==> src/rtl/tank_pos_tx_framer.sv <==
// tank_pos_tx_framer
// Transmit-side framer for the tank position link. Captures the X/Y tank
// position at the start of each frame and feeds an 8-byte frame to the
// byte-wide UART transmitter, one byte per tx_start/tx_done handshake.
// Frame: PREAMBLE_LEN x PREAMBLE_BYTE, X[7:0], X[15:8], Y[7:0], Y[15:8].
//
// Ports
//   clk         system clock, rising edge
//   rst         asynchronous reset, active low
//   X_tank_pos  X position to send (16 bit)
//   Y_tank_pos  Y position to send (16 bit)
//   send        one-cycle frame request
//   tx_done     one-cycle pulse from UART TX: current byte sent
//   tx_start    one-cycle pulse: UART TX loads tx_data
//   tx_data     byte to transmit, held from tx_start until tx_done
//   busy        high while a frame is in progress
//   frame_done  one-cycle pulse the cycle after the last byte's tx_done
//
// state    | meaning
// ST_IDLE  | no frame in flight, waiting for send or refresh tick
// ST_START | tx_start asserted for the byte at idx_q
// ST_WAIT  | byte handed to UART, waiting for tx_done
module tank_pos_tx_framer #(
   parameter logic [7:0]  PREAMBLE_BYTE  = 8'hFF,
   parameter int unsigned PREAMBLE_LEN   = 4,
   parameter int unsigned REFRESH_CYCLES = 0
) (
   input  logic        clk,
   input  logic        rst,
   input  logic [15:0] X_tank_pos,
   input  logic [15:0] Y_tank_pos,
   input  logic        send,
   input  logic        tx_done,
   output logic        tx_start,
   output logic [7:0]  tx_data,
   output logic        busy,
   output logic        frame_done
);

   typedef enum logic [1:0] {
      ST_IDLE  = 2'd0,
      ST_START = 2'd1,
      ST_WAIT  = 2'd2
   } state_t;

   // Index of the final byte: preamble followed by four position bytes.
   localparam logic [2:0] LAST_IDX = 3'(PREAMBLE_LEN + 3);

   state_t      state_q, state_nxt;
   logic [2:0]  idx_q, idx_nxt;
   logic        pending_q, pending_nxt;
   logic [7:0]  tx_data_q, tx_data_nxt;
   logic        frame_done_q, frame_done_nxt;
   logic [15:0] x_snap_q, y_snap_q;
   logic        load_snap;
   logic        refresh_tick;
   logic        request;

   function automatic logic [7:0] byte_sel(input logic [2:0] i,
                                           input logic [15:0] x,
                                           input logic [15:0] y);
      logic [7:0] b;
      b = PREAMBLE_BYTE;
      case (i)
         3'd4:    b = x[7:0];
         3'd5:    b = x[15:8];
         3'd6:    b = y[7:0];
         3'd7:    b = y[15:8];
         default: b = PREAMBLE_BYTE;
      endcase
      return b;
   endfunction

   // Refresh timer counts down the cycles remaining to the next tick and
   // reloads on terminal count, so a tick fires every REFRESH_CYCLES cycles
   // starting REFRESH_CYCLES-1 cycles after reset. It runs while busy too;
   // a tick during a frame just sets pending.
   generate
      if (REFRESH_CYCLES > 0) begin : g_refresh
         localparam logic [31:0] RELOAD = 32'(REFRESH_CYCLES - 1);
         logic [31:0] refresh_cnt;

         always_ff @(posedge clk or negedge rst) begin
            if (!rst) begin
               refresh_cnt <= RELOAD;
            end else if (refresh_cnt == 32'd0) begin
               refresh_cnt <= RELOAD;
            end else begin
               refresh_cnt <= refresh_cnt - 32'd1;
            end
         end

         assign refresh_tick = (refresh_cnt == 32'd0);
      end else begin : g_no_refresh
         assign refresh_tick = 1'b0;
      end
   endgenerate

   assign request = send | refresh_tick;

   always_comb begin
      state_nxt      = state_q;
      idx_nxt        = idx_q;
      pending_nxt    = pending_q;
      tx_data_nxt    = tx_data_q;
      frame_done_nxt = 1'b0;
      load_snap      = 1'b0;
      case (state_q)
         ST_IDLE: begin
            if (request) begin
               load_snap   = 1'b1;
               idx_nxt     = 3'd0;
               tx_data_nxt = PREAMBLE_BYTE;
               state_nxt   = ST_START;
            end
         end
         ST_START: begin
            if (request) begin
               pending_nxt = 1'b1;
            end
            state_nxt = ST_WAIT;
         end
         ST_WAIT: begin
            if (request) begin
               pending_nxt = 1'b1;
            end
            if (tx_done) begin
               if (idx_q != LAST_IDX) begin
                  idx_nxt     = idx_q + 3'd1;
                  tx_data_nxt = byte_sel(idx_q + 3'd1, x_snap_q, y_snap_q);
                  state_nxt   = ST_START;
               end else begin
                  frame_done_nxt = 1'b1;
                  // A request landing on the final tx_done counts as pending.
                  if (pending_q || request) begin
                     pending_nxt = 1'b0;
                     load_snap   = 1'b1;
                     idx_nxt     = 3'd0;
                     tx_data_nxt = PREAMBLE_BYTE;
                     state_nxt   = ST_START;
                  end else begin
                     state_nxt = ST_IDLE;
                  end
               end
            end
         end
         default: state_nxt = ST_IDLE;
      endcase
   end

   always_ff @(posedge clk or negedge rst) begin
      if (!rst) begin
         state_q      <= ST_IDLE;
         idx_q        <= 3'd0;
         pending_q    <= 1'b0;
         tx_data_q    <= 8'h00;
         frame_done_q <= 1'b0;
      end else begin
         state_q      <= state_nxt;
         idx_q        <= idx_nxt;
         pending_q    <= pending_nxt;
         tx_data_q    <= tx_data_nxt;
         frame_done_q <= frame_done_nxt;
      end
   end

   always_ff @(posedge clk or negedge rst) begin
      if (!rst) begin
         x_snap_q <= 16'h0000;
         y_snap_q <= 16'h0000;
      end else if (load_snap) begin
         x_snap_q <= X_tank_pos;
         y_snap_q <= Y_tank_pos;
      end
   end

   assign tx_start   = (state_q == ST_START);
   assign busy       = (state_q != ST_IDLE);
   assign tx_data    = tx_data_q;
   assign frame_done = frame_done_q;

endmodule

==> config.mk <==
export PLATFORM = sky130hd
export DESIGN_NAME = tank_pos_tx_framer
export DESIGN_NICKNAME = d
export VERILOG_FILES = /design/src/rtl/tank_pos_tx_framer.sv
export SDC_FILE = /design/constraint.sdc
export NUM_CORES = 1
export LEC_CHECK = 0
export CELL_PAD_IN_SITES_DETAIL_PLACEMENT = 2
export CELL_PAD_IN_SITES_GLOBAL_PLACEMENT = 2
export CORE_MARGIN = 2
export CORE_UTILIZATION = 35
export DETAILED_ROUTE_END_ITERATION = 6
export PLACE_DENSITY = 0.89
export REMOVE_ABC_BUFFERS = 1
export SLEW_MARGIN = 5
export SYNTH_ARGS = -nofsm -noshare
export SYNTH_HDL_FRONTEND = slang
export SYNTH_SLANG_ARGS = --single-unit
export TNS_END_PERCENT = 30
==> constraint.sdc <==
create_clock -name clk -period 2.17 [get_ports clk]
set_clock_uncertainty 0.1 [all_clocks]
set_input_delay 0.434 -clock clk [delete_from_list [all_inputs] [get_ports clk]]
set_output_delay 0.434 -clock clk [all_outputs]
set_load 0.01 [all_outputs]
# After elaboration in Yosys (flattened, before gate mapping)
# Cells that the tools add are included.
totals:
  ff_bits: 47
  in_bits: 36
  output_inout_bits: 11
  word_cells: 54
classes:
  n_addsub: 1
  n_eq_ne: 10
  n_mux: 29
  n_reduce_logical: 7
ops:
  columns: ["cell", "n"]
  rows:
  - ["$mux W8", 4]
  - ["$pmux W8 S4", 1]
  - ["$pmux W8 S2", 1]
  - ["$mux W1", 13]
  - ["$eq A3 B3 Y1 const B", 4]
  - ["$mux W3", 4]
  - ["$ne A3 B3 Y1 const B", 2]
  - ["$pmux W2 S3", 1]
  - ["$pmux W3 S2", 1]
  - ["$reduce_bool A2 Y1", 3]
  - ["$mux W2", 2]
  - ["$ne A2 B2 Y1 const B", 2]
  - ["$pmux W1 S2", 2]
  - ["$reduce_and A4 Y1", 1]
  - ["$add A3 B1 Y3 const B", 1]
  - ["$eq A2 B1 Y1 const B", 1]
  - ["$eq A2 B2 Y1 const B", 1]
  - ["$logic_not A2 Y1", 1]
  - ["$reduce_and A2 Y1", 1]
  - ["$logic_or A1 B1 Y1", 1]

# Longest topological paths before layout
logic_depth:
  ltp_word: 6
  mapped_depth: 7

# Worst setup path after synthesis
# OpenSTA, ideal clock, no wires.
synth_path:
  path_type: "reg2reg"
  startpoint: "register idx_q[0]"
  endpoint: "register x_snap_q[0]"
  setup_ns: 0.125
  arrival_ns: 1.661
  required_ns: 1.945
  setup_slack_ns: 0.284
  stages_incl_launch_ff: 7
  path_buffers: 1
  period_less_slack_ns: 1.886
  cell_sequence: "dfrtp_1 ha_1 ha_1 and3_1 a22o_2 buf_6 mux2_4"
synth_via:
  elab_chain_len: 4
synth_rtl:
  columns: ["element", "line", "source"]
  rows:
  - ["from (decl)", "50", "logic [2:0] idx_q, idx_nxt;"]
  - ["from (signal assigned)", "160", "idx_q <= idx_nxt;"]
  - ["$ne A3 B3 Y1", "128", "if (idx_q != LAST_IDX) begin"]
  - ["$mux W1", "128", null]
  - ["$mux W1", "127", "if (tx_done) begin"]
  - ["$pmux W1 S2", "108", "case (state_q)"]
  - ["to (signal assigned)", "172", "x_snap_q <= X_tank_pos;"]
  - ["to (decl)", "54", "logic [15:0] x_snap_q, y_snap_q;"]
# Every way passes these cells.
# A chain may end at the register's enable or synchronous reset.

# Final worst setup path
layout_path:
  startpoint: "register state_q[0]"
  endpoint: "output busy"
layout_via:
  elab_chain_len: 1
layout_rtl:
  columns: ["element", "line", "source"]
  rows:
  - ["from (decl)", "49", "state_t state_q, state_nxt;"]
  - ["from (signal assigned)", "159", "state_q <= state_nxt;"]
  - ["$reduce_bool A2 Y1", "178", "assign busy = (state_q != ST_IDLE);"]
  - ["to (decl)", "36", "output logic busy,"]
# Every way passes these cells.

==> flow_summary.html <==
<table>
<tr><th>Metric</th><th>Value</th></tr>
<tr><th colspan="2">CTS</th></tr>
<tr><td>Cts bufs inserted</td><td>5</td></tr>
<tr><td>Clock-pin slew of the registers on the worst-case setup and hold paths</td><td>0.08 ns</td></tr>
<tr><td>Number of hold buffers added after CTS</td><td>0</td></tr>
<tr><td>Number of levels the H-tree was split into</td><td>2</td></tr>
<tr><td>CTS tree</td><td>yes</td></tr>
<tr><td>Worst-Skew Late Latency</td><td>0.31 ns</td></tr>
<tr><td>Root buffer selected by CTS</td><td>clkbuf_8</td></tr>
<tr><td>Max Buffers Root-to-Sink</td><td>2</td></tr>
<tr><td>Number of sinks handled by clock tree synthesis</td><td>47</td></tr>
<tr><th colspan="2">Power</th></tr>
<tr><td>Total power density per cell area</td><td>1171 nW/µm²</td></tr>
<tr><td>Pwr Total</td><td>3598 µW</td></tr>
<tr><td>Worst vdd rail ir drop</td><td>0.4741 mV</td></tr>
<tr><td>Net switching power of the design</td><td>1203 µW</td></tr>
<tr><td>Leakage power</td><td>0.001288 µW</td></tr>
<tr><td>Net switching fraction of the power</td><td>33.44%</td></tr>
<tr><td>Sequential share of power</td><td>40.7%</td></tr>
<tr><td>Internal cell power</td><td>2395 µW</td></tr>
<tr><td>Combinational fraction of design power</td><td>44.8%</td></tr>
<tr><td>Relative contribution of the clock network to total power</td><td>14.4%</td></tr>
<tr><th colspan="2">Setup path</th></tr>
<tr><td>Critical-path top delay cell</td><td>clkdlybuf4s50_1</td></tr>
<tr><td>Startpoint of the most critical register-to-register path</td><td>idx_q[0]</td></tr>
<tr><td>Data required, critical path</td><td>1.64 ns</td></tr>
<tr><td>Kind of cell adding the most delay to the critical path</td><td>buffers and inverters</td></tr>
<tr><td>Largest stage delay on the critical path</td><td>0.46 ns</td></tr>
<tr><td>CP Cell Sequence</td><td>inv_1 -&gt; ha_2 -&gt; inv_1 -&gt; clkdlybuf4s50_1</td></tr>
<tr><td>Crit path arrival time</td><td>1.56 ns</td></tr>
<tr><td>Startpoint class of the critical path</td><td>flip-flop</td></tr>
<tr><td>Critical path capture point type</td><td>primary output</td></tr>
<tr><td>Most common cell on crit path</td><td>inv_1</td></tr>
<tr><td>Type of the worst setup path</td><td>reg2out</td></tr>
<tr><td>WP buf/inv</td><td>3</td></tr>
<tr><td>Reg-to-reg setup timing slack</td><td>0.10 ns</td></tr>
<tr><td>Capturing point of the worst reg2reg path</td><td>tx_data[7]</td></tr>
<tr><td>FF-to-FF path depth</td><td>6</td></tr>
<tr><td>Maximum fanout encountered on the critical timing path</td><td>5</td></tr>
<tr><th colspan="2">Final layout</th></tr>
<tr><td>Most common library cell in the layout ignoring fill and taps</td><td>dfrtp_1</td></tr>
<tr><td>Fraction of layout cells with a size suffix above 1</td><td>29.28%</td></tr>
<tr><td>Combined area of the multi-input logic cells</td><td>1095 µm²</td></tr>
<tr><td>Post-layout net count</td><td>269</td></tr>
<tr><td>Inserted Diodes</td><td>0</td></tr>
<tr><td>Area growth syn-to-layout</td><td>31.04%</td></tr>
<tr><td>Summed area of non-filler cells in the final layout</td><td>3074 µm²</td></tr>
<tr><td>Most frequent cells in the layout</td><td>dfrtp_1 (47), clkdlybuf4s50_1 (45), mux2_4 (30), buf_4 (14)</td></tr>
<tr><td>FF+latch area</td><td>1176 µm²</td></tr>
<tr><td>Post-route non-filler standard cell count</td><td>299</td></tr>
<tr><td>Fill count</td><td>622</td></tr>
<tr><th colspan="2">STA</th></tr>
<tr><td>Post-route minimum period</td><td>2.095 ns</td></tr>
<tr><td>Timing-limited maximum frequency</td><td>477.3 MHz</td></tr>
<tr><td>Hold Worst Slack</td><td>0.004001 ns</td></tr>
<tr><td>Number of hold violations in the final report</td><td>0</td></tr>
<tr><td>Slew at the pin with the worst max-slew slack</td><td>0.5481 ns</td></tr>
<tr><td>Share of the cycle needed by the critical path after routing</td><td>96.54%</td></tr>
<tr><td>Max-slew violations</td><td>0</td></tr>
<tr><td>Setup Viol. Count Final</td><td>0</td></tr>
<tr><td>Worst slew margin</td><td>63.46%</td></tr>
<tr><th colspan="2">Synthesis</th></tr>
<tr><td>Register bit count reported by yosys</td><td>47</td></tr>
<tr><td>Post-synth top flop</td><td>dfrtp_1</td></tr>
<tr><td>Syn_area_per_cell</td><td>14.05 µm²</td></tr>
<tr><td>Synth Warn #</td><td>0</td></tr>
<tr><td>Share of the yosys chip area belonging to registers</td><td>50.13%</td></tr>
<tr><td>Post-synth design cell area</td><td>2346 µm²</td></tr>
<tr><td>Count of flip-flops with a built-in enable after synthesis</td><td>0</td></tr>
<tr><td>Yosys cell types</td><td>32</td></tr>
<tr><td>Syn Inst Count</td><td>167</td></tr>
<tr><td>Post-synthesis async set-or-reset flop share</td><td>100.0%</td></tr>
<tr><th colspan="2">Global routing</th></tr>
<tr><td>Antenna violations before repair</td><td>0</td></tr>
<tr><td>Overall overflow remaining after global route</td><td>0</td></tr>
<tr><td>Total GRT Usage</td><td>17.89%</td></tr>
<tr><td>Largest net degree at the start of global routing</td><td>27</td></tr>
<tr><td>First-pass GRT wire length</td><td>10.01 mm</td></tr>
<tr><td>Vias in the first global route</td><td>1840</td></tr>
<tr><th colspan="2">Job</th></tr>
<tr><td>Reported max-cap violation count</td><td>0</td></tr>
<tr><th colspan="2">Hold path</th></tr>
<tr><td>Hold/Removal Path Class</td><td>in2async</td></tr>
<tr><th colspan="2">Floorplanning</th></tr>
<tr><td>Row count</td><td>29</td></tr>
<tr><td>Y dimension of the die</td><td>85.87 µm</td></tr>
<tr><td>Die Outline Area</td><td>7374 µm²</td></tr>
<tr><td>I/O pin count</td><td>47</td></tr>
<tr><td>Core box area</td><td>6422 µm²</td></tr>
<tr><td>Starting utilization of the core area</td><td>36.53%</td></tr>
<tr><td>Die boundary width</td><td>85.87 µm</td></tr>
<tr><th colspan="2">Routing</th></tr>
<tr><td>Vias per cell</td><td>5.455</td></tr>
<tr><td>First-pass DRT Iterations</td><td>7</td></tr>
<tr><td>Number of vias in the routed layout</td><td>1631</td></tr>
<tr><td>Count of antenna-violating nets left after detailed routing</td><td>0</td></tr>
<tr><td>Average wire per cell in the routed design</td><td>20.82 µm</td></tr>
<tr><td>Detailed-route DRC error count</td><td>4</td></tr>
<tr><td>WL final</td><td>6.226 mm</td></tr>
<tr><td>Initial detailed-routing violation count</td><td>133</td></tr>
<tr><th colspan="2">Placement</th></tr>
<tr><td>Cell area after placement</td><td>2939 µm²</td></tr>
<tr><td>Post-DP HPWL</td><td>4.528 mm</td></tr>
<tr><td>Routability congestion estimate</td><td>0.7799</td></tr>
<tr><td>Number of instances in the placed design</td><td>290</td></tr>
<tr><td>Count of buffers inserted at the top-level ports</td><td>46</td></tr>
<tr><th colspan="2">Outcome</th></tr>
<tr><td>Outcome</td><td>complete, but fails checks</td></tr>
<tr><td>Violated checks</td><td>DRC</td></tr>
</table>
synth_stat cells (2+ instances only):
library cell,count,area share [%]
nand2_1,2,0.32
nor2b_1,2,0.53
a311oi_1,8,3.0
buf_1,3,0.48
nand4_1,2,0.53
a21oi_1,3,0.64
clkbuf_1,4,0.64
mux2_4,30,19
buf_2,2,0.43
ha_1,10,5.3
a41oi_1,8,3.0
a222oi_1,8,3.4
mux2_2,3,1.4
dfrtp_1,47,50
buf_6,4,1.9
inv_1,6,0.96
o21ai_1,2,0.43
a22o_1,8,3.0
nand2b_1,2,0.53
registers in the layout, summed over array words and instances, names as in the netlist:
signal / cells
frame_done: 1
idx_q: 3
pending_q: 1
state_q: 2
tx_data: 8
x_snap_q: 16
y_snap_q: 16
metal layers:
metal	GRT usage (%)	routed length [µm]
met1	22.88	2706
met4	4.329	90
met5	0	0
met2	30.58	3212
met3	4.235	216
power by group through the flow:
stage / combinational (µW) / sequential, µW / clock, µW
2_1_floorplan: 1100 / 1390 / 0
4_1_cts: 1580 / 1470 / 541
5_1_grt: 1750 / 1520 / 570
6_report: 1610 / 1470 / 519
3_5_place_dp: 1560 / 1480 / 0
3_3_place_gp: 1490 / 1450 / 0
worst max path at each step:
stage | startpoint | endpoint | slack [ns] | cells past startpoint
global route | idx_q[0] | tx_data[1] | -0.01 | 7
floorplan | state_q[0] | y_snap_q[0] | -0.02 | 5
finish | state_q[0] | busy | 0.08 | 4
detailed placement | send | tx_data[6] | -0.06 | 5
global placement | send | tx_data[3] | 0.04 | 4
CTS | state_q[1] | busy | 0.0009 | 4
kinds of logic after synthesis:
logic type               synth area share, %
AO/OA/AOI/OAI                          15.20
adder cells (fa/ha/maj)                5.333
buffers and inverters                  4.586
flip-flops                             50.13
multiplexers                           21.07
AND/OR/NAND/NOR                        3.680
per-stage QoR:
step	util, %	setup slack, ns	TNS [ns]
after floorplan	-	-0.02142	-0.04283
after global placement	45.76	0.03818	0
final	47.87	0.07501	0
after CTS	47.11	0.0008793	0
after detailed placement	45.76	-0.06469	-0.1745
after global routing	47.87	-0.01437	-0.01991
cell type report:
class,count,area share (%)
multi-input cells,100,35.61
repair buffers,62,19.54
flip-flops and latches,47,38.26
clock inverters,1,0.2442
well taps,77,3.134
inverters,7,0.9768
clock buffers,5,2.239
what timing repair did:
item / CTS / global route
setup endpoints to repair: 2 / 10
resized for setup: 1 / 8
pin swaps: 1 / 4
hold endpoints to repair: 0 / 0
buffers inserted: 1 / 2
Note: power is estimated with default switching activity, not from simulation.
